<file path="config.mk">
export PLATFORM = sky130hd
export DESIGN_NAME = mem_arbiter
export DESIGN_NICKNAME = d
export VERILOG_FILES = /design/src/rtl/mem_arbiter_pkg.sv /design/src/rtl/mem_arbiter_rr_arb2.sv /design/src/rtl/mem_arbiter.sv
export SDC_FILE = /design/constraint.sdc
export NUM_CORES = 1
export LEC_CHECK = 0
export ABC_AREA = 1
export BUFFER_PORTS_ARGS = -buffer_cell sky130_fd_sc_hd__buf_4
export CAP_MARGIN = 15
export CELL_PAD_IN_SITES_DETAIL_PLACEMENT = 1
export CELL_PAD_IN_SITES_GLOBAL_PLACEMENT = 1
export CORE_UTILIZATION = 39
export DETAILED_ROUTE_END_ITERATION = 8
export PLACE_DENSITY_LB_ADDON = 0.1
export REMOVE_ABC_BUFFERS = 1
export SETUP_SLACK_MARGIN = 0.05
export SLEW_MARGIN = 20
export SYNTH_ARGS = -nofsm -noshare
export SYNTH_HDL_FRONTEND = slang
export SYNTH_SLANG_ARGS = --single-unit
export TNS_END_PERCENT = 1
</file>
<file path="constraint.sdc">
create_clock -name clk -period 8 [get_ports clk]
set_input_delay 0.8 -clock clk [delete_from_list [all_inputs] [get_ports clk]]
set_output_delay 0.8 -clock clk [all_outputs]
set_load 0.01 [all_outputs]
</file>
<file path="src/rtl/mem_arbiter_pkg.sv">
// Shared definitions for the byte-wide memory arbiter: FSM states, port ids,
// beat count and byte-lane helpers used by the fetch and load/store paths.
package mem_arbiter_pkg;

    typedef enum logic [1:0] {
        ST_IDLE  = 2'd0,
        ST_ISSUE = 2'd1,
        ST_WAIT  = 2'd2,
        ST_RESP  = 2'd3
    } state_t;

    localparam logic PORT_IF = 1'b0;
    localparam logic PORT_D  = 1'b1;

    localparam int         BEAT_CNT  = 4;
    localparam logic [1:0] LAST_BEAT = 2'(BEAT_CNT - 1);

    // Fetch words are little-endian (beat k -> byte lane k); load/store words
    // are big-endian (beat k -> byte lane 3-k).
    function automatic logic [1:0] byte_lane(input logic port, input logic [1:0] beat);
        logic [1:0] lane;
        if (port == PORT_IF) begin
            lane = beat;
        end else begin
            lane = 2'd3 - beat;
        end
        return lane;
    endfunction

    // Extract one byte lane from a 32-bit word.
    function automatic logic [7:0] word_byte(input logic [31:0] word, input logic [1:0] lane);
        return word[{lane, 3'b000} +: 8];
    endfunction

endpackage

</file>
<file path="src/rtl/mem_arbiter_rr_arb2.sv">
// Two-requester round-robin grant. The grant is combinational from the
// request lines; the last-granted port is remembered so a tie goes to the
// other port. After reset the data port counts as last granted, so fetch
// wins the first tie.
module rr_arb2
    import mem_arbiter_pkg::*;
(
    input  logic       clk,
    input  logic       rst,
    input  logic [1:0] i_req,    // indexed by port id
    input  logic       i_en,     // grants allowed this cycle
    output logic       o_valid,
    output logic       o_id
);

    logic r_last_grant;

    // Pick the requester: a lone request wins, a tie goes away from last grant.
    always_comb begin
        o_valid = 1'b0;
        o_id    = PORT_IF;
        if (i_en) begin
            if (i_req[PORT_IF] && i_req[PORT_D]) begin
                o_valid = 1'b1;
                o_id    = ~r_last_grant;
            end else if (i_req[PORT_IF]) begin
                o_valid = 1'b1;
                o_id    = PORT_IF;
            end else if (i_req[PORT_D]) begin
                o_valid = 1'b1;
                o_id    = PORT_D;
            end else begin
                o_valid = 1'b0;
                o_id    = PORT_IF;
            end
        end else begin
            o_valid = 1'b0;
            o_id    = PORT_IF;
        end
    end

    // Remember which port was granted most recently.
    always_ff @(posedge clk or posedge rst) begin
        if (rst) begin
            r_last_grant <= PORT_D;
        end else if (o_valid) begin
            r_last_grant <= o_id;
        end else begin
            r_last_grant <= r_last_grant;
        end
    end

endmodule

</file>
<file path="src/rtl/mem_arbiter.sv">
// Arbitrates the single-port byte-wide memory between instruction fetch and
// load/store. Each granted 32-bit request becomes four byte beats; reads are
// assembled per port byte order and returned with a one-cycle response pulse
// six cycles after the handshake.
module mem_arbiter
    import mem_arbiter_pkg::*;
#(
    parameter int ADDR_W = 16
) (
    input  logic              clk,
    input  logic              rst,
    input  logic              if_req_valid,
    output logic              if_req_ready,
    input  logic [31:0]       if_addr,
    output logic              if_resp_valid,
    output logic [31:0]       if_rdata,
    input  logic              d_req_valid,
    output logic              d_req_ready,
    input  logic              d_we,
    input  logic [31:0]       d_addr,
    input  logic [31:0]       d_wdata,
    output logic              d_resp_valid,
    output logic [31:0]       d_rdata,
    output logic              mem_en,
    output logic              mem_we,
    output logic [ADDR_W-1:0] mem_addr,
    output logic [7:0]        mem_wdata,
    input  logic [7:0]        mem_rdata
);

    state_t            r_state;
    logic [1:0]        r_beat;
    logic              r_port;
    logic              r_we;
    logic [ADDR_W-1:0] r_base;
    logic [31:0]       r_wdata;
    logic [1:0]        r_mem_beat;   // beat currently on the memory bus
    logic              r_cap_en;     // mem_rdata holds a read byte this cycle
    logic [1:0]        r_cap_beat;   // beat that byte belongs to
    logic [31:0]       r_asm;        // read word under assembly

    logic              w_gnt_valid;
    logic              w_gnt_id;
    logic              w_arb_en;
    logic [ADDR_W-1:0] w_req_addr;
    logic              w_req_we;
    logic [1:0]        w_next_beat;
    logic [ADDR_W-1:0] w_next_addr;
    logic [1:0]        w_cap_lane;
    logic [31:0]       w_asm_next;
    logic              w_unused_addr_bits;

    // Address bits above the memory width are ignored by design.
    assign w_unused_addr_bits = ^{if_addr[31:ADDR_W], d_addr[31:ADDR_W]};

    // Grants are only offered while idle and out of reset.
    assign w_arb_en = (r_state == ST_IDLE) && !rst;

    rr_arb2 u_rr_arb2 (
        .clk     (clk),
        .rst     (rst),
        .i_req   ({d_req_valid, if_req_valid}),
        .i_en    (w_arb_en),
        .o_valid (w_gnt_valid),
        .o_id    (w_gnt_id)
    );

    assign if_req_ready = w_gnt_valid && (w_gnt_id == PORT_IF);
    assign d_req_ready  = w_gnt_valid && (w_gnt_id == PORT_D);

    assign w_req_addr  = (w_gnt_id == PORT_D) ? d_addr[ADDR_W-1:0] : if_addr[ADDR_W-1:0];
    assign w_req_we    = (w_gnt_id == PORT_D) && d_we;
    assign w_next_beat = r_beat + 2'd1;
    assign w_next_addr = r_base + {{(ADDR_W-2){1'b0}}, w_next_beat};
    assign w_cap_lane  = byte_lane(r_port, r_cap_beat);

    // Merge the byte returned this cycle into the word under assembly.
    always_comb begin
        w_asm_next = r_asm;
        if (r_cap_en) begin
            w_asm_next[{w_cap_lane, 3'b000} +: 8] = mem_rdata;
        end else begin
            w_asm_next = r_asm;
        end
    end

    // Track which read byte arrives next cycle and accumulate the word.
    always_ff @(posedge clk or posedge rst) begin
        if (rst) begin
            r_cap_en   <= 1'b0;
            r_cap_beat <= 2'd0;
            r_asm      <= 32'd0;
        end else begin
            r_cap_en   <= mem_en && !mem_we;
            r_cap_beat <= r_mem_beat;
            r_asm      <= w_asm_next;
        end
    end

    // Access sequencer: grant, four byte beats, wait for last byte, respond.
    always_ff @(posedge clk or posedge rst) begin
        if (rst) begin
            r_state       <= ST_IDLE;
            r_beat        <= 2'd0;
            r_port        <= PORT_IF;
            r_we          <= 1'b0;
            r_base        <= '0;
            r_wdata       <= 32'd0;
            r_mem_beat    <= 2'd0;
            mem_en        <= 1'b0;
            mem_we        <= 1'b0;
            mem_addr      <= '0;
            mem_wdata     <= 8'd0;
            if_resp_valid <= 1'b0;
            d_resp_valid  <= 1'b0;
            if_rdata      <= 32'd0;
            d_rdata       <= 32'd0;
        end else begin
            if_resp_valid <= 1'b0;
            d_resp_valid  <= 1'b0;
            case (r_state)
                ST_IDLE: begin
                    if (w_gnt_valid) begin
                        r_state    <= ST_ISSUE;
                        r_beat     <= 2'd0;
                        r_port     <= w_gnt_id;
                        r_we       <= w_req_we;
                        r_base     <= w_req_addr;
                        r_wdata    <= d_wdata;
                        r_mem_beat <= 2'd0;
                        mem_en     <= 1'b1;
                        mem_we     <= w_req_we;
                        mem_addr   <= w_req_addr;
                        mem_wdata  <= w_req_we ? word_byte(d_wdata, byte_lane(PORT_D, 2'd0)) : 8'd0;
                    end else begin
                        r_state <= ST_IDLE;
                    end
                end
                ST_ISSUE: begin
                    if (r_beat == LAST_BEAT) begin
                        r_state   <= ST_WAIT;
                        mem_en    <= 1'b0;
                        mem_we    <= 1'b0;
                        mem_addr  <= '0;
                        mem_wdata <= 8'd0;
                    end else begin
                        r_beat     <= w_next_beat;
                        r_mem_beat <= w_next_beat;
                        mem_addr   <= w_next_addr;
                        mem_wdata  <= r_we ? word_byte(r_wdata, byte_lane(r_port, w_next_beat)) : 8'd0;
                    end
                end
                ST_WAIT: begin
                    r_state <= ST_RESP;
                    if (r_port == PORT_IF) begin
                        if_rdata      <= w_asm_next;
                        if_resp_valid <= 1'b1;
                    end else begin
                        d_rdata      <= r_we ? 32'd0 : w_asm_next;
                        d_resp_valid <= 1'b1;
                    end
                end
                ST_RESP: begin
                    r_state <= ST_IDLE;
                end
                default: begin
                    r_state <= ST_IDLE;
                end
            endcase
        end
    end

endmodule

</file>
* Yosys cells after proc, flatten, opt, wreduce, memory -nomap -nowiden *
Cells that the tools add are included.

storage, ports and cells
  register bits = 182
  word-level logic and storage cells = 90

cells by class
  reductions and logical operators = 16
  add/sub/neg operators = 5
  equal/unequal tests = 7
  bitwise gates (word level) = 3
  muxes and demuxes = 38
  shifts and indexed selects = 3

operator list
  kind                                                   count
  2-to-1 mux 32 bit                                      2
  2-to-1 mux 16 bit                                      3
  bitwise mux 32 bit                                     1
  2-to-1 mux 8 bit                                       4
  one-hot mux 16 bit (2 select lines)                    1
  variable shift 8 x 7 -> 32 bit (first input constant)  1
  indexed part select 32 x 6 -> 8 bit                    1
  indexed part select 8 x 7 -> 32 bit                    1
  adder 16 x 2 -> 16 bit                                 1
  one-hot mux 8 bit (2 select lines)                     1
  2-to-1 mux 1 bit                                       15
  2-to-1 mux 2 bit                                       7
  one-hot mux 2 bit (4 select lines)                     1
  AND reduction 2 bit                                    4
  negation 5 -> 7 bit                                    1
  equality test 2 bit (second input constant)            3
  logical AND 1 bit                                      6
  inequality test 2 bit (second input constant)          3
  AND reduction 3 bit                                    2
  one-hot mux 1 bit (2 select lines)                     2
  one-hot mux 2 bit (2 select lines)                     1
  subtractor 2 bit (first input constant)                2
  inverter 1 bit                                         3
  adder 2 x 1 -> 2 bit (second input constant)           1
  4 further kinds                                        5

* Longest topological paths before layout *
  depth in word-level cells = 9
  depth in mapped cells = 12
  gate-level depth less buffers = 12

* By module *
Synthesis repeated with hierarchy kept, for this count alone.

second synthesis, totals
  cells, all modules = 1020
  area, all modules = 8224.1 um^2

modules (own cells, without submodules)
  module       sequential area each (um^2)  area an instance (um^2)  cells each  times used
  mem_arbiter  4529.3                       8161.6                   1010        1
  rr_arb2      26.3                         62.6                     10          1

* Least setup slack after synthesis *
OpenSTA, ideal clock, no wires.

  path kind = input port to output port
  from = in rst
  to = out if_req_ready
  stages on the path = 6
  data arrival time = 6237 ps
  data required time = 7200 ps
  setup slack = 963 ps
  buffers on the path = 1
  path through = inv_1 > nand2_1 > nor2_4 > inv_2 > clkbuf_1 > nor2_1

on the way
  word-level cells in the longest chain between the ends = 5
  elaborated cells on any way between the ends = 6

ends and longest elaborated chain
  item                           RTL line                   RTL
  start: declaration             mem_arbiter.sv:11          input logic rst,
  zero test 1 bit (no line) (*)  -
  logical AND 1 bit (*)          mem_arbiter.sv:57          assign w_arb_en = (r_state == ST_IDLE) && !rst;
  2-to-1 mux 1 bit               mem_arbiter_rr_arb2.sv:22  if (i_en) begin
  inverter 1 bit                 mem_arbiter.sv:68          assign if_req_ready = w_gnt_valid && (w_gnt_id == PORT_IF);
  logical AND 1 bit (*)          mem_arbiter.sv:68
  end: declaration               mem_arbiter.sv:13          output logic if_req_ready,

Every way passes the cells marked *; elsewhere a longest branch is shown, timed or not.

* Worst setup path after layout *
Ends and elaborated chain as after synthesis.

==> flow_summary_export.csv <==
group,metric,value,unit
run_status,status,"finished clean",
synth,synthArstFlopShare,100,%
sta,setup_viol,0,
final_layout,nFillCells,2601,
sta,finalClockSkew,0.0200,ns
power_and_ir_drop,power.share.switching,42.9,%
clock_tree,clk_pin_slew,0.07,ns
min_path,hp-class,"reg2reg",
sta,drv_slew,0,
global_route,antenna_found_initial,0,
drt,drt-total-wl,22.8,mm
synth,synth.avg_cell_area,7.96,µm²
die,die_width,149,µm
sta,fin_crit_sh,42.7,%
die,initial_utilization,39.8,%
final_layout,drive_gt1_share,18.9,%
placement,port_buffers,170,
sta,fin_ws,4.59,ns
placement,gp_routability_congestion,0.816,
global_route,grt_max_degree,81,
global_route,grt.overflow.total,0,
synth,ys.warnings.count,0,
sta,period_needed,3.41,ns
global_route,grt_pass1_wl,38.0,mm
clock_tree,numCtsBuffers,17,
clock_tree,clkSinkCount,182,
power_and_ir_drop,p_total,4.24,mW
setup_path,cp-start-kind,"input port",
clock_tree,post_cts_resized,0,
clock_tree,clockRootBuffer,"clkbuf_16",
power_and_ir_drop,leakage,5.57,nW
job,drv_cap,0,
synth,synth_seq_area_share,54.2,%
synth,post_synth_num_cell_types,35,
sta,hold_viol,0,
placement,pre_cts_slack,4.51,ns
die,core-area,21100,µm²
clock_tree,insertion_delay,0.44,ns
final_layout,antennaDiodeCount,0,
power_and_ir_drop,p_int,2.42,mW
global_route,grtUsageTotal,21.8,%
die,row_count,53,
power_and_ir_drop,seqPwrFrac,35.9,%
die,die_y,149,µm
sta,rsz0062_at_grt,"no",
setup_path,critPathMaxFanout,75,
sta,max_slew_margin,35.8,%
clock_tree,htreeDepth,4,
min_path,hold_depth,0,
clock_tree,cts_tree,"done",
power_and_ir_drop,p_sw,1.82,mW
drt,post_drt_wl_per_cell,15.2,µm
clock_tree,cts_max_path_buffers,2,
setup_path,cp.arrival,2.61,ns
synth,synth_area,8400,µm²
power_and_ir_drop,comb_power_share,43.7,%
placement,hpwlAfterDp,15.5,mm
sta,max_freq,293,MHz
drt,drtAntennaViolNets,0,
clock_tree,cts_hold_buf,0,
power_and_ir_drop,worst_ir_drop_vdd,0.155,mV
global_route,grt_pass1_vias,7459,
die,top_level_ports,203,
synth,synthFlopType,"dfrtp_1",
synth,synthCells,1055,
drt,drc_errors,0,
setup_path,ff2ff_path_depth,8,
synth,synth-edff-count,0,
drt,drt_iter0_drc,237,
synth,ys_ff_latch,182,
final_layout,finish.net_count,1333,
setup_path,cp-end-kind,"output pin",
power_and_ir_drop,power_frac_clock,20.4,%
final_layout,syn2layout_area_growth,25.2,%
sta,setup-tns-final,0,ns
die,dieArea,22100,µm²
sta,worst_slew_pin_slew,0.957,ns
drt,drtPass1Iterations,4,
drt,vias_per_cell,4.86,
power_and_ir_drop,cellPowerDensity,403,nW/µm²
setup_path,path_class,"in2out",
drt,vias,7290,
setup_path,cp_data_required_time,7.20,ns
clock_tree,post-cts-setup-buffer-count,0,
-- worst max-delay path, stage by stage --
cell and delay [ns]:
buf_4 0.12, clkinv_4 0.45, nand2_1 0.28, nor2_4 0.61, nor2_1 0.12, buf_4 0.17
-- worst paths after layout --
check                           slack [ns]           from       endpoint
worst min register to register        0.43  r_mem_beat[1]  r_cap_beat[1]
min in group asynchronous             0.44            rst   if_rdata[22]
max in group asynchronous             5.59            rst    r_wdata[21]
worst max register to register        5.03     r_state[1]   mem_wdata[7]
worst min-delay path                  0.43  r_mem_beat[1]  r_cap_beat[1]
worst max-delay path                  4.59            rst   if_req_ready
-- sequential cells by signal, summed over array words and instances (netlist names), 2 cells and up --
signal,cells
r_mem_beat,2
r_base,16
mem_addr,16
mem_wdata,8
r_cap_beat,2
r_wdata,32
r_state,2
r_asm,32
d_rdata,32
if_rdata,32
-- cell usage after synthesis (3+ instances only) --
master	number	area (µm²)
nor2_4	3	33.8
o31ai_1	7	52.6
o21ai_1	12	60.1
o21ai_0	94	470
a21oi_1	16	80.1
o22ai_1	3	18.8
o21a_1	8	60.1
nor2_1	50	188
o21ai_2	3	26.3
nand4_1	4	25.0
ha_1	10	125
or2_2	5	31.3
inv_1	118	443
buf_2	8	40.0
nand2_1	433	1630
nand3_1	52	260
inv_2	3	11.3
clkbuf_1	25	93.8
dfrtp_1	181	4530
-- power by group through the flow --
| stage | clock network [mW] | logic [mW] | registers [mW] |
|---|---|---|---|
| CTS | 0.883 | 1.89 | 1.53 |
| finish | 0.862 | 1.85 | 1.52 |
| floorplan | 0 | 1.09 | 1.57 |
| detailed placement | 0 | 1.88 | 1.54 |
| global route | 0.915 | 2.12 | 1.57 |
| global placement | 0 | 1.83 | 1.53 |
-- layer usage --
| metal | up-vias | part of all wire [%] | track usage, % |
|---|---|---|---|
| met4 | 0 | 0.52 | 4.44 |
| met1 | 3556 | 45 | 27.8 |
| met2 | 132 | 50 | 38.2 |
| met5 | - | 0 | 0 |
| li1 | 3593 | - | - |
| met3 | 9 | 3.9 | 4.43 |
-- layout make-up --
type                    count  area, µm²  share of cell area, %
flip-flops and latches    182       4560                   43.3
inverters                 121        459                   4.37
clock buffers              19        443                   4.21
repair buffers            177       1330                   12.6
clock inverters            13        158                   1.50
well taps                 275        344                   3.27
multi-input cells         714       3230                   30.7
-- per-stage QoR --
step / utilization (%) / hold slack [ns] / instances / cell area (µm²)
floorplan: - / 0.378 / 1017 / 8230
global placement: 47.0 / 0.400 / 1469 / 9910
detailed placement: 47.0 / 0.409 / 1469 / 9910
CTS: 49.9 / 0.415 / 1501 / 10500
global route: 49.9 / 0.424 / 1501 / 10500
finish: 49.9 / 0.426 / 1501 / 10500
-- layout by cell type, fill, tap and decap left out, drive strengths merged, types with 8 or more instances in the layout --
cell type  netlist  routed
a21oi           16      16
nor2            54      54
inv            121     126
clkbuf          25      19
buf             13     177
nand3           53      53
dfrtp          181     181
nand2          434     434
ha              10      10
o21a             8       8
o21ai          109     109
-- cells by family (layout without fill, tap and decap cells) --
kind of cell / count (synthesis) / in the layout / share of synthesized area [%]
xor+xnor: 4 / 4 / 0.864
flops: 182 / 182 / 54.2
compound gates: 145 / 145 / 9.32
buf+inv: 159 / 330 / 7.40
simple gates: 554 / 554 / 26.5
fa+ha+maj: 11 / 11 / 1.73
Note: power is estimated with default switching activity, not from simulation.
